### src/rtl/instruction_sequencer_pkg.sv
// seq_pkg: opcode values, sequencer states and instruction field positions
// shared by the instruction sequencer, its decoder and its issue interface.
package seq_pkg;

    localparam logic [3:0] OP_ADD  = 4'h0;
    localparam logic [3:0] OP_SUB  = 4'h1;
    localparam logic [3:0] OP_MUL  = 4'h2;
    localparam logic [3:0] OP_DIV  = 4'h3;
    localparam logic [3:0] OP_SHL  = 4'h4;
    localparam logic [3:0] OP_SHR  = 4'h5;
    localparam logic [3:0] OP_SQA  = 4'h6;
    localparam logic [3:0] OP_SQB  = 4'h7;
    localparam logic [3:0] OP_PUSH = 4'h8;
    localparam logic [3:0] OP_LDA  = 4'h9;
    localparam logic [3:0] OP_LDB  = 4'hA;
    localparam logic [3:0] OP_OUT  = 4'hB;
    localparam logic [3:0] OP_BSHL = 4'hC;
    localparam logic [3:0] OP_BSHR = 4'hD;

    localparam int OP_MSB = 7;
    localparam int OP_LSB = 4;
    localparam int RA_MSB = 3;
    localparam int RA_LSB = 2;
    localparam int RB_MSB = 1;
    localparam int RB_LSB = 0;

    typedef enum logic [1:0] {
        S_IDLE,
        S_FETCH,
        S_ISSUE,
        S_HALT
    } seq_state_e;

    // 4'hE and 4'hF are the only unassigned opcodes
    function automatic logic op_is_illegal(input logic [3:0] op);
        return (op > OP_BSHR);
    endfunction

endpackage

### src/rtl/instruction_sequencer_if.sv
// Issue handshake bundle between the sequencer (master) and the datapath
// (slave): issue_valid/issue_ready plus the decoded op, ra and rb fields.
interface instruction_sequencer_if;

    logic       issue_valid;
    logic       issue_ready;
    logic [3:0] issue_op;
    logic [1:0] issue_ra;
    logic [1:0] issue_rb;

    modport master (
        output issue_valid,
        output issue_op,
        output issue_ra,
        output issue_rb,
        input  issue_ready
    );

    modport slave (
        input  issue_valid,
        input  issue_op,
        input  issue_ra,
        input  issue_rb,
        output issue_ready
    );

endinterface

### src/rtl/instruction_sequencer_decoder.sv
// seq_decoder: combinational split of an instruction byte.
// Ports: ir_i (instruction) -> op_o, ra_o, rb_o, is_out_o, is_illegal_o.
module seq_decoder
    import seq_pkg::*;
(
    input  logic [7:0] ir_i,
    output logic [3:0] op_o,
    output logic [1:0] ra_o,
    output logic [1:0] rb_o,
    output logic       is_out_o,
    output logic       is_illegal_o
);

    assign op_o         = ir_i[OP_MSB:OP_LSB];
    assign ra_o         = ir_i[RA_MSB:RA_LSB];
    assign rb_o         = ir_i[RB_MSB:RB_LSB];
    assign is_out_o     = (op_o == OP_OUT);
    assign is_illegal_o = op_is_illegal(op_o);

endmodule

### src/rtl/instruction_sequencer.sv
// instruction_sequencer: fetches bytes from the program ROM, decodes them and
// issues ops through a valid/ready handshake until `out` or MAX_ADDR.
// Ports: clk, rst_n (async, active low); start/prog_sel begin a program;
//   rom_prog/rom_addr drive the ROM, rom_instr returns the byte;
//   issue (master modport) carries valid/ready/op/ra/rb;
//   busy (FETCH/ISSUE), done (normal halt), illegal (trapped halt).
// Build option: SEQ_ILLEGAL_TRAP_EN makes an illegal opcode halt with
//   `illegal` set; otherwise it is skipped as a silent NOP.
module instruction_sequencer
    import seq_pkg::*;
#(
    parameter logic [7:0] MAX_ADDR = 8'hFF
) (
    input  logic                           clk,
    input  logic                           rst_n,
    input  logic                           start,
    input  logic [1:0]                     prog_sel,
    output logic [1:0]                     rom_prog,
    output logic [7:0]                     rom_addr,
    input  logic [7:0]                     rom_instr,
    instruction_sequencer_if.master        issue,
    output logic                           busy,
    output logic                           done,
    output logic                           illegal
);

    seq_state_e state_q;
    logic [7:0] pc_q;
    logic [7:0] pc_d;
    logic [7:0] ir_q;
    logic [1:0] prog_q;
    logic       valid_q;
    logic       busy_q;
    logic       done_q;
    logic       illegal_q;

    logic [3:0] dec_op;
    logic [1:0] dec_ra;
    logic [1:0] dec_rb;
    logic       dec_is_out;
    logic       dec_is_illegal;
    logic       at_max;
    logic       fetch_legal;

    seq_decoder u_dec (
        .ir_i         (ir_q),
        .op_o         (dec_op),
        .ra_o         (dec_ra),
        .rb_o         (dec_rb),
        .is_out_o     (dec_is_out),
        .is_illegal_o (dec_is_illegal)
    );

    assign pc_d   = pc_q + 8'd1;
    assign at_max = (pc_q == MAX_ADDR);

    // valid is registered, so legality of the incoming byte is judged
    // on the FETCH edge rather than from ir_q
    assign fetch_legal = !op_is_illegal(rom_instr[OP_MSB:OP_LSB]);

    always_ff @(posedge clk or negedge rst_n) begin
        if (!rst_n) begin
            state_q   <= S_IDLE;
            pc_q      <= 8'h00;
            ir_q      <= 8'h00;
            prog_q    <= 2'b00;
            valid_q   <= 1'b0;
            busy_q    <= 1'b0;
            done_q    <= 1'b0;
            illegal_q <= 1'b0;
        end else begin
            unique case (state_q)
                S_IDLE, S_HALT: begin
                    if (start) begin
                        prog_q    <= prog_sel;
                        pc_q      <= 8'h00;
                        done_q    <= 1'b0;
                        illegal_q <= 1'b0;
                        busy_q    <= 1'b1;
                        state_q   <= S_FETCH;
                    end
                end
                S_FETCH: begin
                    ir_q    <= rom_instr;
                    valid_q <= fetch_legal;
                    state_q <= S_ISSUE;
                end
                S_ISSUE: begin
                    if (dec_is_illegal) begin
`ifdef SEQ_ILLEGAL_TRAP_EN
                        illegal_q <= 1'b1;
                        busy_q    <= 1'b0;
                        state_q   <= S_HALT;
`else
                        if (at_max) begin
                            done_q  <= 1'b1;
                            busy_q  <= 1'b0;
                            state_q <= S_HALT;
                        end else begin
                            pc_q    <= pc_d;
                            state_q <= S_FETCH;
                        end
`endif
                    end else if (issue.issue_ready) begin
                        valid_q <= 1'b0;
                        // PC never wraps: the last address halts even
                        // without an `out`
                        if (dec_is_out || at_max) begin
                            done_q  <= 1'b1;
                            busy_q  <= 1'b0;
                            state_q <= S_HALT;
                        end else begin
                            pc_q    <= pc_d;
                            state_q <= S_FETCH;
                        end
                    end
                end
                default: state_q <= S_IDLE;
            endcase
        end
    end

    assign rom_prog          = prog_q;
    assign rom_addr          = pc_q;
    assign issue.issue_valid = valid_q;
    assign issue.issue_op    = dec_op;
    assign issue.issue_ra    = dec_ra;
    assign issue.issue_rb    = dec_rb;
    assign busy              = busy_q;
    assign done              = done_q;
    assign illegal           = illegal_q;

endmodule

### src/flat_wrapper.sv
// flat-port wrapper written by rule: the top's interface ports become plain ports
module instruction_sequencer_flat import seq_pkg::*;
#(
    parameter logic [7:0] MAX_ADDR = 8'hFF
)
  (clk, rst_n, start, prog_sel, rom_prog, rom_addr, rom_instr, busy, done, illegal, issue_issue_valid, issue_issue_op, issue_issue_ra, issue_issue_rb, issue_issue_ready);
  instruction_sequencer_if issue_i ();
  input  logic clk;
  input  logic rst_n;
  input  logic start;
  input  logic [1:0] prog_sel;
  output logic [1:0] rom_prog;
  output logic [7:0] rom_addr;
  input  logic [7:0] rom_instr;
  output logic busy;
  output logic done;
  output logic illegal;
  output wire logic [$bits(issue_i.issue_valid)-1:0] issue_issue_valid;
  output wire logic [$bits(issue_i.issue_op)-1:0] issue_issue_op;
  output wire logic [$bits(issue_i.issue_ra)-1:0] issue_issue_ra;
  output wire logic [$bits(issue_i.issue_rb)-1:0] issue_issue_rb;
  input wire logic [$bits(issue_i.issue_ready)-1:0] issue_issue_ready;
  assign issue_issue_valid = issue_i.issue_valid;
  assign issue_issue_op = issue_i.issue_op;
  assign issue_issue_ra = issue_i.issue_ra;
  assign issue_issue_rb = issue_i.issue_rb;
  assign issue_i.issue_ready = issue_issue_ready;
  instruction_sequencer #(.MAX_ADDR(MAX_ADDR)) u_core (.clk(clk), .rst_n(rst_n), .start(start), .prog_sel(prog_sel), .rom_prog(rom_prog), .rom_addr(rom_addr), .rom_instr(rom_instr), .issue(issue_i), .busy(busy), .done(done), .illegal(illegal));
endmodule
### config.mk
export PLATFORM = sky130hd
export DESIGN_NAME = instruction_sequencer_flat
export DESIGN_NICKNAME = d
export VERILOG_FILES = /design/src/rtl/instruction_sequencer_pkg.sv /design/src/rtl/instruction_sequencer_if.sv /design/src/rtl/instruction_sequencer_decoder.sv /design/src/rtl/instruction_sequencer.sv /design/src/flat_wrapper.sv
export SDC_FILE = /design/constraint.sdc
export NUM_CORES = 1
export LEC_CHECK = 0
export CORE_ASPECT_RATIO = 2
export CORE_MARGIN = 2
export CORE_UTILIZATION = 46
export DETAILED_ROUTE_END_ITERATION = 6
export GPL_TIMING_DRIVEN = 0
export PLACE_DENSITY = 0.89
export SLEW_MARGIN = 40
export SYNTH_ARGS = -nofsm -noshare
export SYNTH_HDL_FRONTEND = slang
export SYNTH_SLANG_ARGS = --single-unit
### constraint.sdc
create_clock -name clk -period 2.7 [get_ports clk]
set_clock_uncertainty 0.05 [all_clocks]
set_input_delay 0.54 -clock clk [delete_from_list [all_inputs] [get_ports clk]]
set_output_delay 0.54 -clock clk [all_outputs]
set_load 0.05 [all_outputs]
### Word level (Yosys, flattened, before mapping)

Index checks and enable logic that the tools add are counted.

| cells by class | value |
|---|---|
| add/subtract/negate cells | 1 |
| order comparisons | 2 |
| equality and inequality tests | 13 |
| mux-type cells | 27 |
| reduce and logical (&&, ||, !) cells | 11 |

Operator list:

| cell | number |
|---|---|
| 8-bit 2-to-1 mux | 5 |
| 8-bit one-hot mux with 2 select lines | 1 |
| 1-bit 2-to-1 mux | 12 |
| 2-bit 2-to-1 mux | 5 |
| 5-bit AND reduction | 2 |
| 8-bit by 1-bit adder with 8-bit output, second input constant | 1 |
| 8-bit == test, second input constant | 1 |
| 4-bit greater-than comparator, second input constant | 2 |
| 2-bit inequality test, second input constant | 3 |
| 3-bit by 2-bit inequality test with 1-bit output, second input constant | 2 |
| 3-bit inequality test, second input constant | 2 |
| 1-bit one-hot mux with 2 select lines | 3 |
| 2-bit one-hot mux with 3 select lines | 1 |
| 2-bit == test, second input constant | 2 |
| 4-bit == test, second input constant | 1 |
| 2-bit AND reduction | 2 |
| 2-bit nonzero test | 2 |
| 3-bit by 1-bit inequality test with 1-bit output, second input constant | 1 |
| 3-bit AND reduction | 1 |
| 2-bit by 1-bit == test with 1-bit output, second input constant | 1 |
| 2-bit logical NOT | 1 |
| 2-bit OR reduction | 1 |
| 1-bit logical NOT | 1 |
| 1-bit logical OR | 1 |

| word-level totals | value |
|---|---|
| register bits after elaboration | 23 |
| output and inout bits | 22 |
| word-level logic and storage cells | 61 |

### Depth between registers and ports, before layout

| depth | value |
|---|---|
| word-level depth | 6 |
| depth in mapped cells | 8 |
| gate-level depth less buffers | 7 |

### Cells and area by module

Synthesis repeated with hierarchy kept, for this count alone.

| second synthesis, totals | value |
|---|---|
| cells, all modules | 116 |
| area, all modules | 1233.7 um2 |

By module, submodules not included:

| module | instances | cells each | area each (um2) | seq. area each (um2) |
|---|---|---|---|---|
| instruction_sequencer | 1 | 106 | 1156.1 | 575.6 |
| seq_decoder | 1 | 10 | 77.6 | 0.0 |

### Worst setup path before layout

OpenSTA, ideal clock, no wires.

| path | value |
|---|---|
| path kind | reg2reg |
| start point | reg u_core.pc_q[0] (netlist: u_core.rom_addr[0]) |
| end point | reg u_core.pc_q[3] (netlist: u_core.rom_addr[3]) |
| setup time | 131 ps |
| data arrival time | 1759 ps |
| data required time | 2519 ps |
| slack | 760 ps |
| stages on the path, launching flop included | 7 |
| clock period less this slack | 1940 ps |
| path through | dfrtp_1 -> ha_1 -> nand3_1 -> o211ai_4 -> a211oi_1 -> xnor2_1 -> nor2_1 |

| between the ends | value |
|---|---|
| word-level cells in the longest chain between the ends | 5 |
| elaborated cells on any way between the ends | 11 |
| those cells by class | add/sub: 1; eq/ne: 3; mux: 5; reduce/logical: 2 |

Ends and longest elaborated chain:

| what | RTL line | RTL |
|---|---|---|
| start: declaration | instruction_sequencer.sv:28 | `logic [7:0] pc_q;` |
| start signal: assignment | instruction_sequencer.sv:100 | `pc_q <= pc_d;` |
| start signal: assignment | instruction_sequencer.sv:113 | `pc_q <= pc_d;` |
| 8-bit by 1-bit adder with 8-bit output | instruction_sequencer.sv:54 | `assign pc_d = pc_q + 8'd1;` |
| 8-bit 2-to-1 mux | instruction_sequencer.sv:108 | `if (dec_is_out \|\| at_max) begin` |
| 8-bit 2-to-1 mux | instruction_sequencer.sv:104 | `end else if (issue.issue_ready) begin` |
| 8-bit 2-to-1 mux | instruction_sequencer.sv:89 | `if (dec_is_illegal) begin` |
| 8-bit one-hot mux with 2 select lines | instruction_sequencer.sv:72 | `unique case (state_q)` |

Several ways; a longest one is shown, not always the timed one. The select of a mux whose other input is x is not followed.
A chain may end at the register's enable or synchronous reset.

### Final worst setup path

| path | value |
|---|---|
| start point | reg u_core.pc_q[2] (netlist: u_core.rom_addr[2]) |
| end point | out rom_addr[2] |

RTL lines:

| what | RTL line | RTL |
|---|---|---|
| end: declaration | flat_wrapper.sv:13 | `output logic [7:0] rom_addr;` |

No word-level cell between the ends.

==> results.md <==
* Status: completed
* Port Buffers at 34
* Postcts setup bufs at 0
* Synth Instances at 112
* Final nets at roughly 170
* First-pass GRT wire length at 4840 um
* CTS tree: done
* WL final at 2790 um
* CTS clock-pin slew for the worst setup and hold paths at 0.08 ns
* Commonest non-fill, non-tap cells in the layout: clkdlybuf4s50_1 (33), dfrtp_1 (23), o21ai_0 (11)
* Startpoint types: flop
* Pleak at approximately 0.00067 uW
* I/O Pins at 36
* Tightest Pin Transition at 0.512 ns
* Setup TNS Final at 0 ns
* Synth area leaders: dfrtp_1 (47%), mux2_2 (9.1%), o21ai_0 (4.5%)
* Critical R2R Capture: u_core.rom_addr[7]
* Ys Warns at 0
* Initial antenna violation count at 0
* Multi-input logic area at 602 um2
* RSZ-0062 raised after global routing: false
* Achievable Freq at around 450 MHz
* CP endpoint kind: primary output
* Clock Tree Root: clkbuf_8
* Worst-case hold slack at 0.178 ns
* H-tree lvl count at 1
* RD Place Congestion at a little under 0.9
* Vias in the first global route at ~1100
* Cell variety after synth at 31
* Most common cell after layout, fill and taps aside: clkdlybuf4s50_1
* R2r startpoint: u_core.state_q[0]
* Max stage delay on crit path at roughly 0.86 ns
* Fin crit share at around four fifths
* DIE WIDTH at a little over 40 um
* Final Max Tran Viols at 0
* Final Setup Violations at 0
* Core Area at about 2500 um2
* Worst vdd ir at roughly 0.97 mV
* Crit path kind: flop to primary output
* Hold_buf cts at 0
* Storage cell area at roughly 580 um2
* Mapped cell area at between 1000 and 1500 um2
* Num CTS Buffers at 3
* Maximum net fanout on the critical path at 6
* Vias at 1003
* DR vias/cell at ~5.6
* Util after Layout at 64.9%
* Crit path buf inv count at 1
* Final Hold Viols at 0
* N_diodes at 0
* R2R Setup Slk at roughly 0.74 ns
* Share of the synthesized area in the top cell type at between 40% and 50%
* Syn avg cell area at between 10 and 15 um2
* Initial Util at 48.5%
* Hpwl dp at about 2200 um
* PD cells at approximately 1200 nW/um2
* TritonCTS sink count at 23
* DR WL/cell at 15.7 um
* Fin worst setup slack at approximately 0.5 ns
* Total GRT Usage at a little under a quarter
* Syn_nets at 129
* Die Y-Extent at 77.2 um
* Die area at approximately 3100 um2
* GR Overflow Total at 0
* Hold Crit Class: input pin to async pin
* Slowest CP cell: clkdlybuf4s50_1
* Max-Cap Viols at 0
* Crit path DAT at about 1.6 ns
* Tmin final at 2.21 ns
* Seq/Total Area, Yosys at approximately 47%
* Worst Reg-to-Reg Cells at 6
* Cell family with most CP delay: buffers and inverters
* DRC at 0
* Worst-Skew Late Latency at 0.27 ns
* Post-route ant nets at 0
* Layout cells sized above 1 at around a fifth
* Largest net degree at the start of global routing at 24
* CTS resizes at 0
* Area Growth Syn to Fin at 33.7%
* Slew headroom at between 60% and 70%
* Initial DRC count at 17
* Fill cell count at about 190
* Crit path cell chain: clkdlybuf4s50_1
* Place WS at between 0.4 and 0.5 ns
* CP Data Required Time at 2.11 ns
* Max Buffers Root-to-Sink at 2
* Rows at 26
* Area leader, netlist: dfrtp_1
* DRT Pass-1 Iters at 4
* #FFs+latches synth at 23
-- metal layers --
metal	GRT usage, %	routed length, um
met4	12.0	87
met1	24.1	968
met3	6.65	139
met2	36.5	1590
met5	0	0
-- worst max path at each step --
| stage | from | to | slack (ns) | depth (start not counted) |
|---|---|---|---|---|
| 6_report | u_core.rom_addr[2] | rom_addr[2] | 0.49 | 1 |
| 3_3_place_gp | start | u_core.rom_addr[7] | 0.53 | 6 |
| 4_1_cts | u_core.rom_addr[2] | rom_addr[2] | 0.49 | 1 |
| 5_1_grt | u_core.rom_addr[2] | rom_addr[2] | 0.45 | 1 |
| 2_1_floorplan | u_core.rom_addr[0] | u_core.rom_addr[3] | 0.76 | 6 |
| 3_5_place_dp | start | u_core.rom_addr[7] | 0.45 | 6 |
-- sequential cells by signal, indices dropped and copies added (netlist names) --
| name | flops |
|---|---|
| u_core.done | 1 |
| u_core.state_q | 2 |
| u_core.issue.issue_valid | 1 |
| u_core.busy | 1 |
| u_core.rom_prog | 2 |
| u_core.rom_addr | 8 |
| u_core.ir_q | 8 |
-- cells by family (layout without fill, tap and decap cells) --
family                     after synthesis  in the layout  share of synthesized area (%)
and+or+nand+nor                         30             30                           13.7
DFF                                     23             23                           46.7
muxes                                   10             10                           9.15
AOI/OAI and AO/OA                       30             30                           19.8
other                                    1              1                          0.305
adders and majority gates                3              3                           3.05
buffers and inverters                   11             49                           4.37
xor gates and xnor gates                 4              4                           2.85
-- area by class of cell --
class / count / area share (%)
inverters: 7 / 1.60
repair buffers: 34 / 20.4
multi-input cells: 78 / 36.6
well taps: 28 / 2.13
clock buffers: 4 / 2.74
flip-flops and latches: 23 / 35.0
plain buffers: 4 / 1.67
-- synth_stat cells --
| cell type | number |
|---|---|
| a2111oi_4 | 1 |
| a211o_1 | 1 |
| a211oi_1 | 1 |
| a211oi_2 | 2 |
| a21oi_1 | 8 |
| a22o_4 | 1 |
| a22oi_1 | 1 |
| a31o_2 | 2 |
| buf_2 | 1 |
| buf_4 | 1 |
| buf_6 | 1 |
| clkbuf_1 | 1 |
| conb_1 | 1 |
| dfrtp_1 | 23 |
| ha_1 | 3 |
| inv_1 | 7 |
| mux2_2 | 10 |
| nand2_1 | 4 |
| nand2_2 | 2 |
| nand3_1 | 6 |
| nand3_2 | 1 |
| nand4_1 | 1 |
| nand4_4 | 1 |
| nand4b_2 | 1 |
| nor2_1 | 10 |
| nor2b_1 | 1 |
| nor3_1 | 3 |
| o211ai_4 | 1 |
| o21ai_0 | 11 |
| o21ai_4 | 1 |
| xnor2_1 | 4 |
-- power breakdown --
group	total (uW)	internal (uW)	switching, uW	leakage [uW]
Combinational	1190	430	757	0.000362
Sequential	572	464	107	0.000286
Clock	217	106	111	0.0000228
-- through the flow --
step / power (uW) / instance area (um2) / cells
2_1_floorplan: 1410 / 1230 / 112
3_3_place_gp: 1730 / 1610 / 174
3_5_place_dp: 1770 / 1600 / 174
4_1_cts: 1980 / 1650 / 178
5_1_grt: 2080 / 1650 / 178
6_report: 1970 / 1650 / 178
(Power assumes the default switching activity.)
